<file path="src/rtl/gps_emu_pkg.sv">
// Shared definitions for the GPS emulator scenario controller.
//   - Address-map constants (target select and field offsets)
//   - CA_SEL_MAX: highest legal C/A code select value
//   - state_e: scenario controller FSM states
//   - sat_cfg_t: per-satellite configuration record used for both the
//     shadow (host-writable) and active (emulator-facing) copies
//   - write_legal(): decides whether a host write hits a real register
//     with an acceptable value
package gps_emu_pkg;

  localparam logic [3:0] SEL_GLOBAL = 4'hF;

  localparam logic [3:0] FLD_FREQ  = 4'd0;
  localparam logic [3:0] FLD_RATE  = 4'd1;
  localparam logic [3:0] FLD_GAIN  = 4'd2;
  localparam logic [3:0] FLD_CASEL = 4'd3;

  localparam logic [3:0] FLD_NOISE = 4'd0;
  localparam logic [3:0] FLD_CTRL  = 4'd1;

  localparam int CA_SEL_MAX = 35;

  typedef enum logic [1:0] {
    ST_IDLE,
    ST_ARMED,
    ST_APPLY
  } state_e;

  typedef struct packed {
    logic [31:0] freq;
    logic [31:0] rate;
    logic [15:0] gain;
    logic [5:0]  ca_sel;
  } sat_cfg_t;

  // A write is legal when it targets an existing satellite field (0..3) or a
  // defined global field, and a C/A select value is within the PRN table.
  function automatic logic write_legal(input logic [7:0]  addr,
                                       input logic [31:0] data,
                                       input int          nsat);
    logic ok;
    ok = 1'b0;
    if (addr[7:4] == SEL_GLOBAL) begin
      ok = (addr[3:0] == FLD_NOISE) || (addr[3:0] == FLD_CTRL);
    end else if (int'(addr[7:4]) < nsat) begin
      ok = (addr[3:0] <= FLD_CASEL);
      if ((addr[3:0] == FLD_CASEL) && (data > 32'(CA_SEL_MAX))) begin
        ok = 1'b0;
      end
    end
    return ok;
  endfunction

endpackage

</file>
<file path="src/rtl/gps_emu_scenario_ctrl_epoch_timer.sv">
// epoch_timer: 1 ms C/A code epoch counter for the scenario controller.
// Ports:
//   i_clk, i_rstn : clock, asynchronous active-low reset
//   i_run         : active run flag; counter held at 0 while low
//   i_restart     : synchronous restart to 0 (used when run is switched on)
//   o_wrap        : high during the last count of an epoch (combinational)
//   o_pulse       : registered one-cycle pulse following each wrap
module epoch_timer #(
  parameter int EPOCH_CLKS = 102300
) (
  input  logic i_clk,
  input  logic i_rstn,
  input  logic i_run,
  input  logic i_restart,
  output logic o_wrap,
  output logic o_pulse
);

  localparam int CW = (EPOCH_CLKS > 1) ? $clog2(EPOCH_CLKS) : 1;
  localparam logic [CW-1:0] LAST = CW'(EPOCH_CLKS - 1);

  logic [CW-1:0] r_count;
  logic          r_pulse;
  logic          w_wrap;

  assign w_wrap  = i_run && !i_restart && (r_count == LAST);
  assign o_wrap  = w_wrap;
  assign o_pulse = r_pulse;

  always_ff @(posedge i_clk or negedge i_rstn) begin
    if (!i_rstn) begin
      r_count <= '0;
      r_pulse <= 1'b0;
    end else begin
      r_pulse <= w_wrap;
      if (i_restart || !i_run || w_wrap) begin
        r_count <= '0;
      end else begin
        r_count <= r_count + 1'b1;
      end
    end
  end

endmodule

</file>
<file path="src/rtl/gps_emu_scenario_ctrl.sv">
// gps_emu_scenario_ctrl: host-programmable scenario controller for the GPS
// emulator. Host writes land in shadow registers; a commit copies every
// shadow register to the active outputs in one cycle (on a code epoch when
// running). Active Doppler is ramped by a per-satellite rate each epoch.
// Ports:
//   clk, rstn               : clock, asynchronous active-low reset
//   cfg_valid/cfg_ready     : host write handshake
//   cfg_addr, cfg_data      : [7:4] target (satellite or 0xF global), [3:0] field
//   commit                  : request shadow -> active transfer
//   pending                 : commit armed but not yet applied
//   cfg_err                 : one-cycle pulse after an illegal write
//   emu_enable              : 1 holds emulator code phase at chip 0
//   freq/gain/ca_sel        : active per-satellite outputs
//   noise_gain              : active noise gain
//   epoch_pulse             : one-cycle pulse per code epoch while running
module gps_emu_scenario_ctrl
  import gps_emu_pkg::*;
#(
  parameter int NSAT       = 4,
  parameter int EPOCH_CLKS = 102300
) (
  input  logic                 clk,
  input  logic                 rstn,
  input  logic                 cfg_valid,
  output logic                 cfg_ready,
  input  logic [7:0]           cfg_addr,
  input  logic [31:0]          cfg_data,
  input  logic                 commit,
  output logic                 pending,
  output logic                 cfg_err,
  output logic                 emu_enable,
  output logic [NSAT-1:0][31:0] freq,
  output logic [NSAT-1:0][15:0] gain,
  output logic [NSAT-1:0][5:0]  ca_sel,
  output logic [15:0]          noise_gain,
  output logic                 epoch_pulse
);

  state_e      r_state;
  state_e      w_state_next;
  logic        r_cfg_ready;
  logic        r_pending;
  logic        r_cfg_err;
  logic        r_emu_enable;

  sat_cfg_t    r_shadow [NSAT];
  sat_cfg_t    r_active [NSAT];
  logic [15:0] r_sh_noise;
  logic [15:0] r_act_noise;
  logic        r_sh_run;
  logic        r_run;

  logic        w_hs;
  logic        w_legal;
  logic        w_apply;
  logic        w_restart;
  logic        w_wrap;
  logic        w_epoch_pulse;

  assign w_hs      = cfg_valid && r_cfg_ready;
  assign w_legal   = write_legal(cfg_addr, cfg_data, NSAT);
  assign w_apply   = (r_state == ST_APPLY);
  // Only a stopped->running transition realigns the epoch counter; an apply
  // while already running must not stretch the current epoch.
  assign w_restart = w_apply && r_sh_run && !r_run;

  epoch_timer #(
    .EPOCH_CLKS(EPOCH_CLKS)
  ) u_epoch_timer (
    .i_clk     (clk),
    .i_rstn    (rstn),
    .i_run     (r_run),
    .i_restart (w_restart),
    .o_wrap    (w_wrap),
    .o_pulse   (w_epoch_pulse)
  );

  // While armed and running, the apply is deferred to the epoch wrap so the
  // new scenario starts exactly on a code epoch.
  always_comb begin
    w_state_next = r_state;
    unique case (r_state)
      ST_IDLE:  if (commit) w_state_next = ST_ARMED;
      ST_ARMED: if (!r_run || w_wrap) w_state_next = ST_APPLY;
      ST_APPLY: w_state_next = ST_IDLE;
      default:  w_state_next = ST_IDLE;
    endcase
  end

  always_ff @(posedge clk or negedge rstn) begin
    if (!rstn) begin
      r_state     <= ST_IDLE;
      r_cfg_ready <= 1'b1;
      r_pending   <= 1'b0;
    end else begin
      r_state     <= w_state_next;
      r_cfg_ready <= (w_state_next == ST_IDLE);
      r_pending   <= (w_state_next != ST_IDLE);
    end
  end

  // Shadow registers only change on an accepted legal write; cfg_ready is
  // low outside IDLE, which freezes them while a commit is in flight.
  always_ff @(posedge clk or negedge rstn) begin
    if (!rstn) begin
      for (int s = 0; s < NSAT; s++) begin
        r_shadow[s] <= '0;
      end
      r_sh_noise <= '0;
      r_sh_run   <= 1'b0;
    end else if (w_hs && w_legal) begin
      for (int s = 0; s < NSAT; s++) begin
        if (cfg_addr[7:4] == 4'(s)) begin
          case (cfg_addr[3:0])
            FLD_FREQ:  r_shadow[s].freq   <= cfg_data;
            FLD_RATE:  r_shadow[s].rate   <= cfg_data;
            FLD_GAIN:  r_shadow[s].gain   <= cfg_data[15:0];
            FLD_CASEL: r_shadow[s].ca_sel <= cfg_data[5:0];
            default:   ;
          endcase
        end
      end
      if (cfg_addr[7:4] == SEL_GLOBAL) begin
        case (cfg_addr[3:0])
          FLD_NOISE: r_sh_noise <= cfg_data[15:0];
          FLD_CTRL:  r_sh_run   <= cfg_data[0];
          default:   ;
        endcase
      end
    end
  end

  always_ff @(posedge clk or negedge rstn) begin
    if (!rstn) begin
      r_cfg_err <= 1'b0;
    end else begin
      r_cfg_err <= w_hs && !w_legal;
    end
  end

  // Active registers: a commit overwrites everything at once. The ramp step
  // is skipped on the wrap that triggers an apply, so a commit epoch loads
  // freq straight from shadow without an extra rate step.
  always_ff @(posedge clk or negedge rstn) begin
    if (!rstn) begin
      for (int s = 0; s < NSAT; s++) begin
        r_active[s] <= '0;
      end
      r_act_noise  <= '0;
      r_run        <= 1'b0;
      r_emu_enable <= 1'b1;
    end else if (w_apply) begin
      for (int s = 0; s < NSAT; s++) begin
        r_active[s] <= r_shadow[s];
      end
      r_act_noise  <= r_sh_noise;
      r_run        <= r_sh_run;
      r_emu_enable <= !r_sh_run;
    end else if (w_wrap && (r_state != ST_ARMED)) begin
      for (int s = 0; s < NSAT; s++) begin
        r_active[s].freq <= r_active[s].freq + r_active[s].rate;
      end
    end
  end

  always_comb begin
    for (int s = 0; s < NSAT; s++) begin
      freq[s]   = r_active[s].freq;
      gain[s]   = r_active[s].gain;
      ca_sel[s] = r_active[s].ca_sel;
    end
  end

  assign cfg_ready   = r_cfg_ready;
  assign pending     = r_pending;
  assign cfg_err     = r_cfg_err;
  assign emu_enable  = r_emu_enable;
  assign noise_gain  = r_act_noise;
  assign epoch_pulse = w_epoch_pulse;

endmodule

</file>
<file path="config.mk">
export PLATFORM = sky130hd
export DESIGN_NAME = gps_emu_scenario_ctrl
export DESIGN_NICKNAME = d
export VERILOG_FILES = /design/src/rtl/gps_emu_pkg.sv /design/src/rtl/gps_emu_scenario_ctrl_epoch_timer.sv /design/src/rtl/gps_emu_scenario_ctrl.sv
export SDC_FILE = /design/constraint.sdc
export NUM_CORES = 1
export LEC_CHECK = 0
export ABC_AREA = 1
export BUFFER_PORTS_ARGS = -buffer_cell sky130_fd_sc_hd__buf_2
export CAP_MARGIN = 20
export CORE_ASPECT_RATIO = 0.75
export CORE_UTILIZATION = 40
export DETAILED_ROUTE_END_ITERATION = 8
export GPL_TIMING_DRIVEN = 0
export HOLD_SLACK_MARGIN = 0.08
export PLACE_DENSITY_LB_ADDON = 0.08
export SETUP_SLACK_MARGIN = 0.5
export SLEW_MARGIN = 20
export SYNTH_ARGS = -nofsm -noshare
export SYNTH_HDL_FRONTEND = slang
export SYNTH_HIERARCHICAL = 1
export SYNTH_SLANG_ARGS = --single-unit
</file>
<file path="constraint.sdc">
create_clock -name clk -period 2.9 [get_ports clk]
set_clock_uncertainty 0.15 [all_clocks]
set_input_delay 0.145 -clock clk [delete_from_list [all_inputs] [get_ports clk]]
set_output_delay 0.145 -clock clk [all_outputs]
set_load 0.01 [all_outputs]
</file>
After elaboration in Yosys (flattened, before gate mapping). Cells that the tools add are included.

Equality and inequality tests: 11. Div/mod/pow operators: 0. Mux-type cells: 15. Reduce and logical (&&, ||, !) cells: 41. Multipliers: 0. Order comparisons: 3. Add/sub/neg operators: 5. Bitwise operators: 0. Shift-type cells: 0.

Operators by type and width (count): $mux 32 (8); $add 32x32->32 (4); $reduce_and 3->1 (18); $gt 32x6->1 const B (1); $add 17x1->17 const B (1); $eq 17x17->1 const B (1); $mux 17 (1); $eq 4x2->1 const B (4); $logic_and 1x1->1 (9); $eq 4x1->1 const B (2); $logic_not 4->1 (2); $eq 4x4->1 const B (1); $le 4x2->1 const B (1); $logic_not 1->1 (4); $logic_not 2->1 (2); $logic_or 1x1->1 (4); $lt 4x3->1 const B (1); $mux 2 (2); $pmux 2 s2 (1); $reduce_bool 2->1 (2); $mux 1 (3); $eq 2x1->1 const B (1); $eq 2x2->1 const B (1); $ne 2x1->1 const B (1).

Word-level logic and storage cells: 118. Bits in latches: 0. RAM bits: 0. Register bits: 746. Output and inout port bits: 237. Bits in read-only memories: 0. Memories: 0.

Logic depth before layout (Yosys ltp). Gate-level depths: netlist of run 1.

Depth in word-level cells: 10. Depth in mapped cells: 16.

Hierarchy. The synthesis of run 1 kept the hierarchy.

By module, submodules not included: gps_emu_scenario_ctrl (seq. area each 18220.0 um^2, cells each 5663, times used 1, area an instance 40795.4 um^2); epoch_timer (seq. area each 450.4 um^2, cells each 130, times used 1, area an instance 984.7 um^2).

Least setup slack after synthesis of run 1. Ideal clock, no wire load.

Path kind: flip-flop to flip-flop. Start: register r_state[0]. End: register, netlist name freq[35]. Data required time: 2.685 ns. Data arrival time: 2.640 ns. Buffers on the path: 5. Library setup time: 0.065 ns. Cell stages (with the launch flop): 16. Path slack: 0.045 ns. Cell sequence: dfrtp_1 nor2_1 clkbuf_1 inv_1 clkbuf_1 clkbuf_1 nor2_1 inv_1 nor2_1 nor3_1 o21ai_0 clkbuf_1 clkbuf_1 a21oi_1 o21ai_0 o21a_1.

Word-level cells in the longest chain between the ends: 8.

Ends and longest elaborated chain: start, declared (RTL line gps_emu_scenario_ctrl.sv:39) `state_e r_state;`; start signal, assigned (RTL line gps_emu_scenario_ctrl.sv:96) `r_state <= w_state_next;`; $eq 2x2->1 (RTL line gps_emu_scenario_ctrl.sv:62) `assign w_apply = (r_state == ST_APPLY);`; $logic_and 1x1->1 (2 in a row) (RTL line gps_emu_scenario_ctrl.sv:65) `assign w_restart = w_apply && r_sh_run && !r_run;`; via w_restart (RTL line gps_emu_scenario_ctrl.sv:56) `logic w_restart;`; $logic_not 1->1 (RTL line gps_emu_scenario_ctrl_epoch_timer.sv:26) `assign w_wrap = i_run && !i_restart && (r_count == LAST);`; $logic_and 1x1->1 (2 in a row) (RTL line gps_emu_scenario_ctrl_epoch_timer.sv:26); via w_wrap (RTL line gps_emu_scenario_ctrl.sv:57) `logic w_wrap;`; $logic_and 1x1->1 (RTL line gps_emu_scenario_ctrl.sv:159) `end else if (w_wrap && (r_state != ST_ARMED)) begin`; $reduce_bool 2->1 (no source line).

The timed path passes the listed nets, and every way through them passes these cells. A chain may end at the register's enable or synchronous reset.

Worst setup path in the final report of run 1.
Start: register r_state[0]. End: register, netlist name freq[78].

Word-level cells in the longest chain between the ends: 8.

Ends and longest elaborated chain (RTL line): $eq 2x2->1 (gps_emu_scenario_ctrl.sv:62); $logic_and 1x1->1 (2 in a row) (gps_emu_scenario_ctrl.sv:65); via w_restart (gps_emu_scenario_ctrl.sv:56); $logic_not 1->1 (gps_emu_scenario_ctrl_epoch_timer.sv:26); $logic_and 1x1->1 (2 in a row) (gps_emu_scenario_ctrl_epoch_timer.sv:26); via w_wrap (gps_emu_scenario_ctrl.sv:57); $logic_and 1x1->1 (gps_emu_scenario_ctrl.sv:159); $reduce_bool 2->1 (no source line).

The timed path passes the listed nets, and every way through them passes these cells.

==> impl_metrics.py, run 1 <==
metrics = {
    "outcome": {
        "status": "finished clean",
    },
    "logic_synthesis": {
        "seq_area_frac_synth_pct": 44.7,
        "yosys.area_share.simple_pct": 34.8,
        "synth_area_mm2": 0.0418,
        "synth_mux_area_share_pct": 0.404,
        "synth_top_family_by_area": "simple AND/OR/NAND/NOR gates",
        "syn_nets": 5966,
        "synth_fa_ha_area_share_pct": 3.94,
        "synth_seq_cells": 746,
        "avgSynthCellArea_um2": 7.21,
        "ys_async_sr_fraction_pct": 100,
        "synth_edf_count": 0,
        "synthDistinctLibCells": 36,
        "synth_xor_area_share_pct": 0.859,
        "syn_inst": 5793,
        "ys_warn_count": 6,
        "synth_ff_type": "dfrtp_1",
        "synth_compound_area_share_pct": 3.86,
    },
    "place": {
        "gp_congestion": 0.981,
        "post_dp_cell_area_mm2": 0.0451,
        "io_buffers": 258,
        "dp_hpwl_um": 121000,
    },
    "sta": {
        "hold_viol_final": 0,
        "min_period_ps": 2880,
        "fmax_mhz": 347,
        "fin_tns_setup_ps": 0,
        "maxSlewViolCount": 0,
        "max_slew_margin_pct": 10.3,
        "worst_pin_slew_ps": 1340,
        "setup_violations": 0,
        "rsz0062_at_grt": "yes",
        "post-route-period-util_pct": 99.4,
    },
    "worst_setup_path": {
        "worstPathRequired_ps": 3300,
        "critical_path_class": "flop to flop",
        "endpoint_kind": "flop",
        "reg2reg_depth": 16,
        "r2r_start": "r_state[0]$_DFF_PN0_",
        "crit_path_top_delay_cell": "dfrtp_1",
        "r2r-end": "freq[78]$_DFFE_PN0P_",
        "crit_arrival_ps": 3280,
        "crit_chain": "nor2_4, buf_8, inv_4, buf_8, clkbuf_16, nor2_4, inv_2, nor2_4, nor3_4, o21ai_4, buf_12, inv_8, clkbuf_16, clkbuf_16, o211ai_1, nand2_1",
        "cp_max_fo": 7,
        "timing.critical_path.from_type": "flop",
        "crit_path_max_incr_delay_ps": 410,
        "ff2ff_setup_slack_ps": 20,
    },
    "power_and_ir_drop": {
        "power_density_mw_per_mm2": 763,
        "ir_worst_vdd_uv": 482,
        "p_leak_nw": 29.5,
    },
    "global_routing": {
        "grt_max_degree": 94,
        "first_global_vias": 37134,
        "track_usage_pct": 32.2,
        "grt-ovfl-total": 0,
        "grt_pass1_wl_um": 249000,
        "grt_antenna_before_repair": 20,
    },
    "route": {
        "via_count": 40512,
        "drc": 0,
        "routed_wl_um": 174000,
        "drt_iter0_drc": 4363,
        "post_drt_via_cell_ratio": 5.25,
        "first_pass_iters": 6,
        "ant_nets": 0,
        "avgRoutedWirePerCell_um": 22.6,
    },
    "floorplanning": {
        "io_pins": 281,
        "dieArea_mm2": 0.106,
        "core_area_mm2": 0.103,
        "fp.dieH_um": 282,
        "fp-row-count": 102,
        "fp.dieW_um": 375,
        "initial_core_util_pct": 40.4,
    },
    "min_path": {
        "min_path_type": "input pin to async pin",
    },
    "cells_and_area": {
        "final_layout_size_suffix_gt1_share_pct": 16.9,
        "fillers": 10442,
        "fin_area_mm2": 0.0519,
        "final_nets": 6467,
        "syn_to_final_growth_pct": 24.1,
    },
    "clocking": {
        "cts-root-buf": "clkbuf_16",
        "htree_levels": 3,
        "cts_buffers": 81,
        "clk_latency_ps": 710,
        "cts_tree": "done",
        "numClockSinks": 746,
        "max-clock-path-buffers": 3,
        "clkTransAtPathRegs_ps": 70,
    },
    "flow_run": {
        "maxCapViolCount": 0,
    },
}
repair_timing:
item                                    CTS  global route
gates resized for setup                 379           147
setup buffers                            32            16
hold buffers                             59            17
hold endpoints to repair                412           210
gates cloned                             22             4
pin swaps                                82            49
endpoints found under the setup margin  603           777
metal layers:
layer  vias to the layer above  wire (um)  GRT usage, %
met1                     19146      77300          46.0
met3                       369      17900          8.78
met5                         -        281          1.03
met2                      1847      71800          46.7
met4                        20       7010          10.6
li1                      19130          -             -
cell type report:
cell class	count	area [um2]	share of cell area, %
tap	1352	1690	3.26
inverter	528	1990	3.84
clock inverter	40	578	1.11
sequential	746	18700	36.0
buffer	507	3500	6.75
multi-input combinational	4012	19500	37.6
clock buffer	104	2260	4.37
timing repair buffer	418	3630	6.99
antenna	5	12.5	0.0241
through the flow:
| step | util (%) | hold slack (ps) | cells | total power, mW | setup slack [ps] |
|---|---|---|---|---|---|
| 2_1_floorplan | - | -301 | 5793 | 20.1 | 500 |
| 3_3_place_gp | 43.4 | 284 | 7403 | 25.2 | -15520 |
| 3_5_place_dp | 43.6 | -54.8 | 7412 | 25.3 | -1500 |
| 4_1_cts | 49.4 | -46.1 | 7669 | 39.0 | 87.8 |
| 5_1_grt | 50.2 | 88.3 | 7709 | 41.4 | 0.239 |
| 6_report | 50.2 | 73.2 | 7712 | 39.6 | 18.7 |
synthesized netlist by cell type, types with 32 or more instances:
master	instances	area (um2)
clkbuf_1	225	845
nor3_1	32	160
xor2_1	32	280
nor2_1	383	1440
nand2_1	2494	9360
inv_1	526	1970
dfrtp_1	744	18600
a21oi_1	191	956
buf_4	218	1640
nand4_1	386	2410
nand3_1	213	1070
o21ai_0	72	360
buf_2	51	255
ha_1	125	1560
cell usage in the layout (no fill, tap or decap), drive strengths merged:
cell type / n
a21oi: 191
o21bai: 10
clkinvlp: 6
o21a: 8
ha: 125
and2: 4
nor3: 34
buf: 616
mux2: 15
fa: 4
clkinv: 23
xnor2: 9
inv: 530
bufinv: 9
o211ai: 12
clkdlybuf4s15: 2
nand4: 386
dlygate4sd3: 64
or2: 3
a31oi: 4
nor2: 386
diode: 5
dfrtp: 744
o21ai: 75
nand3: 213
xor2: 32
nand2: 2497
clkbuf: 347
dfstp: 2
a21o: 4
sequential cells by signal, indices dropped and copies added, names as in the netlist:
signal                 count
ca_sel                    24
cfg_err                    1
cfg_ready                  1
emu_enable                 1
freq                     128
gain                      64
noise_gain                16
pending                    1
r_active                 128
r_run                      1
r_sh_noise                16
r_sh_run                   1
r_shadow                 344
r_state                    2
u_epoch_timer/o_pulse      1
u_epoch_timer/r_count     17
logic make-up after synthesis:
| group | count (synthesis) |
|---|---|
| DFF | 746 |
| and+or+nand+nor | 3523 |
| AOI/OAI and AO/OA | 304 |
| buffers and inverters | 1035 |
| adders and majority gates | 129 |
| xor gates and xnor gates | 41 |
| muxes | 15 |
power breakdown:
part / total [mW] / switching, mW / internal, mW
logic: 15.6 / 9.65 / 5.93
clock network: 11.2 / 4.83 / 6.40
registers: 12.8 / 1.33 / 11.4
total: 39.6 / 15.8 / 23.8
worst max-delay path: cells and delay by family (launching register included):
kind / cells / cell delay, ps
AOI/OAI and AO/OA: 2 / 340
buffers and inverters: 9 / 1130
DFF: 1 / 410
and+or+nand+nor: 5 / 640
worst max-delay path by stage:
stage,from,to,slack (ps),cells after the start
finish,r_state[0]$_DFF_PN0_,freq[78]$_DFFE_PN0P_,20,16
detailed placement,r_state[1]$_DFF_PN0_,freq[45]$_DFFE_PN0P_,-1500,15
CTS,r_state[1]$_DFF_PN0_,freq[78]$_DFFE_PN0P_,90,17
global route,r_state[0]$_DFF_PN0_,freq[77]$_DFFE_PN0P_,0.2,16
global placement,rstn,gain[39]$_DFFE_PN0P_,-15520,1
floorplan,r_state[0]$_DFF_PN0_,freq[112]$_DFFE_PN0P_,500,14
(Power assumes the default switching activity.)
==> inputs of run 2 (changes only) <==
--- a/config.mk
+++ b/config.mk
@@ -8,8 +8,11 @@
 export ABC_AREA = 1
 export BUFFER_PORTS_ARGS = -buffer_cell sky130_fd_sc_hd__buf_2
 export CAP_MARGIN = 20
+export CELL_PAD_IN_SITES_DETAIL_PLACEMENT = 1
+export CELL_PAD_IN_SITES_GLOBAL_PLACEMENT = 1
 export CORE_ASPECT_RATIO = 0.75
 export CORE_UTILIZATION = 40
+export CTS_CLUSTER_SIZE = 24
 export DETAILED_ROUTE_END_ITERATION = 8
 export GPL_TIMING_DRIVEN = 0
 export HOLD_SLACK_MARGIN = 0.08
==> run 2 against run 1 <==
  * The flow now finishes with violations (hold timing)
  * Critical path type unchanged
  * Via count is 3.5% higher
  * Final cell count is 0.27% lower
  * Non-clock buffer count shrank 28
  * Register-to-register slack improved by 120 ps
  * Count of clock-buffer cells in the layout up 15
  * Combinational power increased by 3%
  * Highest routed layer unchanged
  * Power up 2.4%
==> impl_metrics.py, run 2 (same netlist as run 1, synthesis figures left out) <==
metrics = {
    "global_routing": {
        "grt.busiest_layer": "met2",
        "grt_antenna_before_repair": 14,
        "grt-ovfl-total": 0,
        "grt_max_degree": 94,
        "grt_pass1_wl_um": 271000,
        "met2_usage_pct": 51.1,
        "first_global_vias": 41440,
        "met3_usage_pct": 8.42,
        "track_usage_pct": 34.5,
        "grt_util_met1_pct": 48.0,
    },
    "cells_and_area": {
        "fillers": 12948,
        "final_nets": 6441,
        "final_layout_size_suffix_gt1_share_pct": 17.6,
        "final_core_util_pct": 49.9,
        "top_regs": "r_shadow (344), freq (128), r_active (128)",
        "finalNonFillerCells": 7691,
        "largest_reg_flops": 344,
        "syn_to_final_growth_pct": 23.5,
        "mostFrequentLayoutCell": "nand2_1",
        "largest_register": "r_shadow",
        "layout_common_cells": "nand2_1 (2429), dfrtp_1 (740), inv_1 (519), nand4_1 (386), buf_2 (308)",
    },
    "floorplanning": {
        "io_pins": 281,
        "dieArea_mm2": 0.106,
        "core_area_mm2": 0.103,
        "fp.dieH_um": 282,
        "fp.dieW_um": 375,
        "initial_core_util_pct": 40.4,
        "fp-row-count": 102,
    },
    "power_and_ir_drop": {
        "power_density_mw_per_mm2": 785,
        "ir_worst_vdd_uv": 642,
        "p_leak_nw": 29.3,
    },
    "worst_setup_path": {
        "crit_family": "buffers and inverters",
        "ff2ff_setup_slack_ps": 140,
        "crit_chain": "inv_2, nor2_4, buf_8, inv_6, buf_8, clkbuf_16, nor2_4, inv_2, nor2_4, nor3_4, o21ai_4, buf_12, buf_6, clkbuf_16, clkbuf_16, a21oi_4, a21oi_2",
        "critical_path_class": "flop to flop",
        "crit_path_top_delay_cell": "dfrtp_1",
        "crit_path_max_incr_delay_ps": 400,
        "timing.critical_path.from_type": "flop",
        "cp_max_fo": 6,
        "endpoint_kind": "flop",
        "crit_arrival_ps": 3190,
        "cp_num_buf_inv": 10,
        "worstPathRequired_ps": 3330,
    },
    "outcome": {
        "status": "finished with violations",
        "violations": "hold timing",
    },
    "clocking": {
        "clk_latency_ps": 720,
        "htree_levels": 3,
        "clkTransAtPathRegs_ps": 70,
        "postCtsHoldBufs": 47,
        "numClockSinks": 746,
        "cts_buffers": 83,
        "max-clock-path-buffers": 3,
        "cts_tree": "done",
        "cts-root-buf": "clkbuf_16",
    },
    "sta": {
        "max_slew_margin_pct": 13.5,
        "setup_violations": 0,
        "hold_viol_final": 76,
        "fmax_mhz": 362,
        "rsz0062_at_grt": "yes",
        "worst_pin_slew_ps": 1300,
        "fin_tns_setup_ps": 0,
        "whs_ps": -97.3,
        "post-route-period-util_pct": 95.2,
        "min_period_ps": 2760,
        "maxSlewViolCount": 0,
    },
    "route": {
        "first_pass_iters": 7,
        "post_drt_via_cell_ratio": 5.45,
        "ant_nets": 0,
        "routed_wl_um": 185000,
        "avgRoutedWirePerCell_um": 24.0,
        "drt_iter0_drc": 3931,
        "drc": 0,
        "via_count": 41950,
    },
    "place": {
        "dp.cells": 7416,
        "dp_hpwl_um": 130000,
        "io_buffers": 258,
        "gp_congestion": 0.952,
    },
    "min_path": {
        "min_path_type": "input pin to async pin",
    },
    "flow_run": {
        "maxCapViolCount": 0,
    },
}
run 2: metal layers:
| layer | wire [um] | up-vias | share of wire, % |
|---|---|---|---|
| met4 | 8550 | 28 | 4.6 |
| met5 | 339 | - | 0.18 |
| li1 | - | 19047 | - |
| met3 | 16400 | 461 | 8.9 |
| met1 | 81100 | 20715 | 44 |
| met2 | 78400 | 1699 | 42 |
run 2: final timing paths:
kind | cells past startpoint | endpoint | from
worst min-delay path | 2 | freq[85]$_DFFE_PN0P_ | rstn
worst min register to register | 2 | r_active[280]$_DFFE_PN0P_ | r_shadow[280]$_DFFE_PN0P_
worst max-delay path | 17 | freq[79]$_DFFE_PN0P_ | r_state[1]$_DFF_PN0_
min in group clk | 6 | r_shadow[203]$_DFFE_PN0P_ | cfg_addr[4]
worst max register to register | 17 | freq[79]$_DFFE_PN0P_ | r_state[1]$_DFF_PN0_
max in group asynchronous | 5 | ca_sel[6]$_DFFE_PN0P_ | rstn
run 2: where the power goes:
| group | internal, mW | switching, mW | leakage [nW] | total [mW] |
|---|---|---|---|---|
| logic | 5.95 | 10.0 | 17.7 | 16.0 |
| clock network | 6.71 | 5.01 | 1.44 | 11.7 |
| registers | 11.4 | 1.41 | 10.2 | 12.9 |
run 2: layout make-up:
class                      instances  area (um2)  area share, %
antenna                            2        5.00        0.00970
buffer                           507        3450           6.68
clock buffer                     119        2420           4.70
clock inverter                    35         553           1.07
inverter                         528        1990           3.86
multi-input combinational       4012       19700           38.2
sequential                       746       18700           36.2
tap                             1352        1690           3.28
timing repair buffer             390        3130           6.06
run 2: repair_timing:
action                                 CTS  global route
cloned                                  20             3
pin swaps                               73            27
setup endpoints to repair              603           682
resized for setup                      374           206
buffers inserted                        35            13
endpoints found under the hold margin  554            76
run 2: per-stage QoR:
stage | hold slack (ps) | setup slack, ps | power [mW] | instance area [um2]
after floorplan | -301 | 500 | 20.1 | 41800
after global placement | 302 | -15590 | 25.3 | 44800
after detailed placement | 65.7 | -1210 | 25.6 | 45200
after CTS | -84.5 | 116 | 39.4 | 50800
after global routing | -35.7 | 119 | 42.2 | 51600
final | -97.3 | 140 | 40.5 | 51600
